## src/rtl/alu_mul_sequencer.sv

```systemverilog
// Multi-cycle shift-add multiplier for the EX stage: latches operands on a MUL_OP issue,
// stalls the pipeline and iterates one multiplier bit per cycle. Optional macro: MUL_EARLY_TERM_EN.
module alu_mul_sequencer #(
   parameter int          WIDTH  = 32,
   parameter logic [2:0]  MUL_OP = 3'b111
) (
   input  logic             clk_i,
   input  logic             rst_i,
   input  logic             start_i,
   input  logic [2:0]       ALUCtrl_i,
   input  logic             flush_i,
   input  logic [WIDTH-1:0] data1_i,
   input  logic [WIDTH-1:0] data2_i,
   output logic             stall_o,
   output logic             busy_o,
   output logic             done_o,
   output logic [WIDTH-1:0] result_o
);

   localparam int CNT_W = (WIDTH > 1) ? $clog2(WIDTH) : 1;

   typedef enum logic [1:0] {
      IDLE = 2'b00,
      BUSY = 2'b01,
      DONE = 2'b10
   } state_e;

   state_e             state_q, state_d;
   logic [WIDTH-1:0]   mcand_q, mcand_d;
   logic [WIDTH-1:0]   mplier_q, mplier_d;
   logic [WIDTH-1:0]   acc_q, acc_d;
   logic [CNT_W-1:0]   cnt_q, cnt_d;
   logic [WIDTH-1:0]   result_q, result_d;

   logic               accept;
   logic               last_iter;
   logic [WIDTH-1:0]   acc_upd;
   logic [WIDTH-1:0]   mplier_upd;

   assign accept     = (state_q == IDLE) & start_i & (ALUCtrl_i == MUL_OP) & ~flush_i;
   assign acc_upd    = mplier_q[0] ? (acc_q + mcand_q) : acc_q;
   assign mplier_upd = mplier_q >> 1;

`ifdef MUL_EARLY_TERM_EN
   // Stop as soon as no set multiplier bits remain to be consumed.
   assign last_iter = (cnt_q == CNT_W'(WIDTH - 1)) | (mplier_upd == '0);
`else
   assign last_iter = (cnt_q == CNT_W'(WIDTH - 1));
`endif

   // NOTE: sequential state uses non-blocking (<=) so every flop samples pre-edge values.
   always_ff @(posedge clk_i or posedge rst_i) begin
      if (rst_i) begin
         state_q  <= IDLE;
         mcand_q  <= '0;
         mplier_q <= '0;
         acc_q    <= '0;
         cnt_q    <= '0;
         result_q <= '0;
      end else begin
         state_q  <= state_d;
         mcand_q  <= mcand_d;
         mplier_q <= mplier_d;
         acc_q    <= acc_d;
         cnt_q    <= cnt_d;
         result_q <= result_d;
      end
   end

   // NOTE: every comb output gets a default first so no path infers a latch.
   always_comb begin
      state_d = state_q;
      unique case (state_q)
         IDLE:    if (accept) state_d = BUSY;
         BUSY: begin
            if (flush_i)        state_d = IDLE;
            else if (last_iter) state_d = DONE;
         end
         DONE:    state_d = IDLE;
         default: state_d = IDLE;
      endcase
   end

   always_comb begin
      mcand_d  = mcand_q;
      mplier_d = mplier_q;
      acc_d    = acc_q;
      cnt_d    = cnt_q;
      result_d = result_q;
      if (accept) begin
         mcand_d  = data1_i;
         mplier_d = data2_i;
         acc_d    = '0;
         cnt_d    = '0;
      end else if ((state_q == BUSY) && !flush_i) begin
         mcand_d  = mcand_q << 1;
         mplier_d = mplier_upd;
         acc_d    = acc_upd;
         cnt_d    = cnt_q + CNT_W'(1);
         if (last_iter) result_d = acc_upd;
      end
   end

   // Outputs; stall is forced low while reset is held even if a multiply is being offered.
   always_comb begin
      busy_o   = (state_q == BUSY);
      done_o   = (state_q == DONE);
      stall_o  = ~rst_i & (accept | (state_q == BUSY));
      result_o = result_q;
   end

endmodule

```

## config.mk

```make
export PLATFORM = sky130hd
export DESIGN_NAME = alu_mul_sequencer
export DESIGN_NICKNAME = d
export VERILOG_FILES = /design/src/rtl/alu_mul_sequencer.sv
export SDC_FILE = /design/constraint.sdc
export NUM_CORES = 1
export LEC_CHECK = 0
export BUFFER_PORTS_ARGS = -buffer_cell sky130_fd_sc_hd__buf_2
export CORE_ASPECT_RATIO = 0.5
export CORE_MARGIN = 2
export CORE_UTILIZATION = 58
export CTS_CLUSTER_DIAMETER = 200
export DETAILED_ROUTE_END_ITERATION = 16
export HOLD_SLACK_MARGIN = 0.03
export PLACE_DENSITY = 0.9
export SETUP_SLACK_MARGIN = 0.5
export SLEW_MARGIN = 20
export SYNTH_ARGS = -nofsm -noshare
export SYNTH_HDL_FRONTEND = slang
export SYNTH_SLANG_ARGS = --single-unit
```

## constraint.sdc

```tcl
create_clock -name clk_i -period 5.1 [get_ports clk_i]
set_input_delay 1.02 -clock clk_i [delete_from_list [all_inputs] [get_ports clk_i]]
set_output_delay 1.02 -clock clk_i [all_outputs]
set_load 0.01 [all_outputs]
```

Yosys cells after proc, flatten, opt, wreduce, memory -nomap -nowiden
Index checks and enable logic that the tools add are counted.

Register bits after elaboration: 135. Input port bits: 71. Output and inout bits: 35. Word-level logic and storage cells: 41.

$add $sub $neg: 2. Equality and inequality tests: 6. Mux-type cells: 13. Bitwise operators: 8. Reduce and logical (&&, ||, !) cells: 6.

Operators with widths (number): 2-to-1 mux 32 bit (7); adder 32 bit (1); 2-to-1 mux 5 bit (2); 2-to-1 mux 2 bit (3); adder 5 x 1 -> 5 bit (second input constant) (1); == test 5 bit (second input constant) (1); bitwise AND 1 bit (4); case mux 2 bit (2 select lines) (1); == test 3 bit (second input constant) (1); inequality test 3 x 2 -> 1 bit (second input constant) (1); inverter 1 bit (3); AND reduction 3 bit (1); == test 2 x 1 -> 1 bit (second input constant) (1); == test 2 bit (second input constant) (1); zero test 2 bit (1); inequality test 2 bit (second input constant) (1); AND reduction 2 bit (1); nonzero test 2 bit (1); logical AND 1 bit (1); zero test 1 bit (1); bitwise OR 1 bit (1).

Longest topological paths before layout
Word-level depth: 6. Gate-level depth with buffers: 11.

Worst setup path after synthesis
OpenSTA, ideal clock, no wires.

Path type: input to output. From: input port flush_i. To: output port stall_o. Arrival: 2.151 ns. Data required time: 4.080 ns. Slack: 1.929 ns. Stages: 4. Cell sequence: or4_1 -> clkbuf_1 -> clkbuf_1 -> a21oi_1.

Cells in the longest elaborated chain, start to end: 4.

Ends and longest elaborated chain: start, declared (RTL line 11) `input logic flush_i,`; inverter 1 bit (RTL line 40) `assign accept = (state_q == IDLE) & start_i & (ALUCtrl_i == MUL_OP) & ~flush_i;`; bitwise AND 1 bit (RTL line 40); bitwise OR 1 bit (RTL line 108) `stall_o = ~rst_i & (accept | (state_q == BUSY));`; bitwise AND 1 bit (RTL line 108); end, declared (RTL line 14) `output logic stall_o,`.

No other way between the ends.

Worst setup path in the final report
Same ends and word-level chain as after synthesis.

==> results.md <==
- Slew Viols, Final: 0
- Largest net degree at the start of global routing: 136
- Syn Nets: 897
- Fill cell count: 917
- Achievable Freq: 283 MHz
- Total track usage: 0.302
- P_leak: 4.33 nW
- Final #Nets: 984
- Antenna Cells: 0
- Tot Pwr: 3.67 mW
- Share of post-route cells with drive strength above 1: 0.173
- Slew @ Worst Pin: 1120 ps
- Critical Path Fanout Max: 26
- # IOs: 106
- Core area: 0.0121 sq mm
- Global-route wire length before repair: 32200 um
- R2R Setup Slk: 1870 ps
- Max-Cap Viols: 0
- Syn Inst Count: 792
- Die Area: 0.0135 sq mm
- Post-synth EDFFs: 0
- Drt pass-1 iters: 5
- Area of the multi-input gates: 0.00374 sq mm
- Register Area: 0.00338 sq mm
- Setup TNS: 0 ps
- Seq/Total Area, Yosys: 0.463
- RSZ-0062 raised after global routing: no
- Syn avg cell area: 9.21 sq um
- Post-CTS Setup Bufs: 0
- Routability congestion estimate: 0.989
- Yosys warning count: 0
- PostCTS Resize Cnt: 0
- Reg2reg start: mcand_q[0]$_DFFE_PP0P_
- Clk_lat worst skew: 420 ps
- WHS: 471 ps
- Hold Crit Class: flip-flop to flip-flop
- Final Skew: 6.39 ps
- #FFs+latches synth: 135
- Hold_buf cts: 0
- Worst R2R End: acc_q[30]$_DFFE_PP0P_
- Ys async rst share: 1.00
- Final WL: 19500 um
- Post-synth top flop: dfrtp_1
- Initial DRC Count: 775
- CTS root buffer: clkbuf_16
- Yosys cell types: 56
- Via count: 6560
- Power Dens Cells: 431 mW/mm^2
- Initial antenna violation count: 0
- Final Util: 0.707
- Hold EP: result_o[6]$_DFFE_PP0P_
- CP endpoint kind: output port
- CTS Buf Count: 17
- CP arrival: 2520 ps
- HP Start: result_o[6]$_DFFE_PP0P_
- Die width: 163 um
- Worst path required time: 4080 ps
- Routed Antenna Nets: 0
- Longest Clk Path Bufs: 2
- PortBufs: 105
- Crit path launch type: input pin
- Crit Path Class: input pin to output port
- Slew headroom: 0.252
- Worst reg2reg path depth: 11
- Final setup vio count: 0
- Hold violation total from the final report: 0
- Period utilisation layout: 0.693
- Routed len/inst: 18.5 um
- DPL Wire Length: 13000 um
- Status: completed
- CTS tree: done
- Clk slew on worst S/H paths: 60 ps
- DRC: 0
- Die Y: 83.3 um
- Total clock sinks: 135
- Vias in the first global route: 6228
- Row count: 28
- Initial core utilization: 0.605
- Syn-to-layout area delta: 16.9%
- Post-layout min period: 3540 ps
- Post-synthesis cell area: 0.00729 sq mm
- Via/cell ratio: 6.21
- CTS H-tree depth: 4
- GR Overflow Total: 0
- Worst IR Drop VDD: 0.000250 V
- Hold depth: 2
[metal layers]
metal / routed length [um] / vias up / part of all wire / track usage
met5: 0 / - / 0 / 0
met4: 307 / 0 / 0.016 / 0.0772
met3: 1980 / 37 / 0.10 / 0.0664
met2: 8500 / 342 / 0.44 / 0.443
met1: 8740 / 3173 / 0.45 / 0.455
li1: - / 3008 / - / -
[area by class of cell]
class / count / area share
tap: 165 / 0.0242
sequential: 135 / 0.396
clock inverter: 11 / 0.0145
clock buffer: 21 / 0.0528
inverter: 10 / 0.00484
multi-input combinational: 604 / 0.439
timing repair buffer: 111 / 0.0684
[power by group]
group	internal (mW)	switching [mW]	total, mW	leakage (nW)
registers	1.26	0.240	1.50	1.80
logic	0.387	0.567	0.955	2.26
clock network	0.734	0.480	1.21	0.274
[cells in the final DEF (no fill, tap or decap), types with 3 or more instances in the layout]
cell,Yosys,layout
a211o_1,3,3
a211oi_1,5,5
a21o_1,10,10
a21oi_1,40,40
a22o_1,22,22
a22oi_1,53,53
a31oi_1,13,13
and2_1,3,3
and3_1,5,5
buf_2,0,105
buf_4,0,5
clkbuf_1,36,3
clkbuf_16,0,17
clkinv_2,0,3
clkinvlp_4,0,4
dfrtp_1,135,134
ha_1,33,33
inv_1,10,9
mux2i_1,22,22
nand2_1,190,189
nand2b_1,3,3
nand3_1,16,16
nand4_1,8,8
nor2_1,40,38
nor2b_1,3,3
nor3_1,5,5
nor3b_1,6,6
o211ai_1,4,4
o21a_1,6,6
o21ai_0,40,40
o21ai_1,10,10
o21bai_1,3,3
o31ai_1,3,3
xnor2_1,14,14
xor2_1,17,17
[cell usage after synthesis (all sizes together) (16+ instances only)]
library cell  number  area share
a22o              22       0.026
dfrtp            135        0.46
clkbuf            36       0.019
xor2              17       0.020
a22oi             53       0.055
ha                33       0.057
nor2              40       0.021
nand2            190       0.098
nand3             16       0.011
mux2i             22       0.030
a21oi             40       0.027
o21ai             50       0.034
[through the flow]
step,setup WS (ps),cells,instance area [sq um]
floorplan,1930,792,7300
global placement,1590,1025,7950
detailed placement,1600,1025,7950
CTS,1590,1057,8530
global route,1480,1057,8530
finish,1560,1057,8530
[flip-flops by register name (all words and copies together) (netlist names)]
signal and flops:
state_q 2, mplier_q 32, acc_q 32, mcand_q 32, cnt_q 5, result_o 32
[kinds of logic (layout without fill, tap and decap cells)]
family          Yosys count  after routing  synth area share
simple gates            289            289             0.169
compound gates          227            227             0.213
flops                   135            135             0.463
buf+inv                  53            153            0.0273
fa+ha+maj                34             34            0.0593
xor+xnor                 31             31            0.0372
mux                      23             23            0.0317
[worst max-delay path, cell delays in order]
cell	delay (ps)
buf_2	130
or4_1	940
a21oi_1	270
buf_2	150
[how the worst max path moves through the flow]
stage                     depth (start not counted)    start       to
final                                             4  flush_i  stall_o
after global routing                              4  flush_i  stall_o
after CTS                                         4  flush_i  stall_o
after detailed placement                          4  flush_i  stall_o
after global placement                            4  flush_i  stall_o
after floorplan                                   4  flush_i  stall_o
Note: power is estimated with default switching activity, not from simulation.
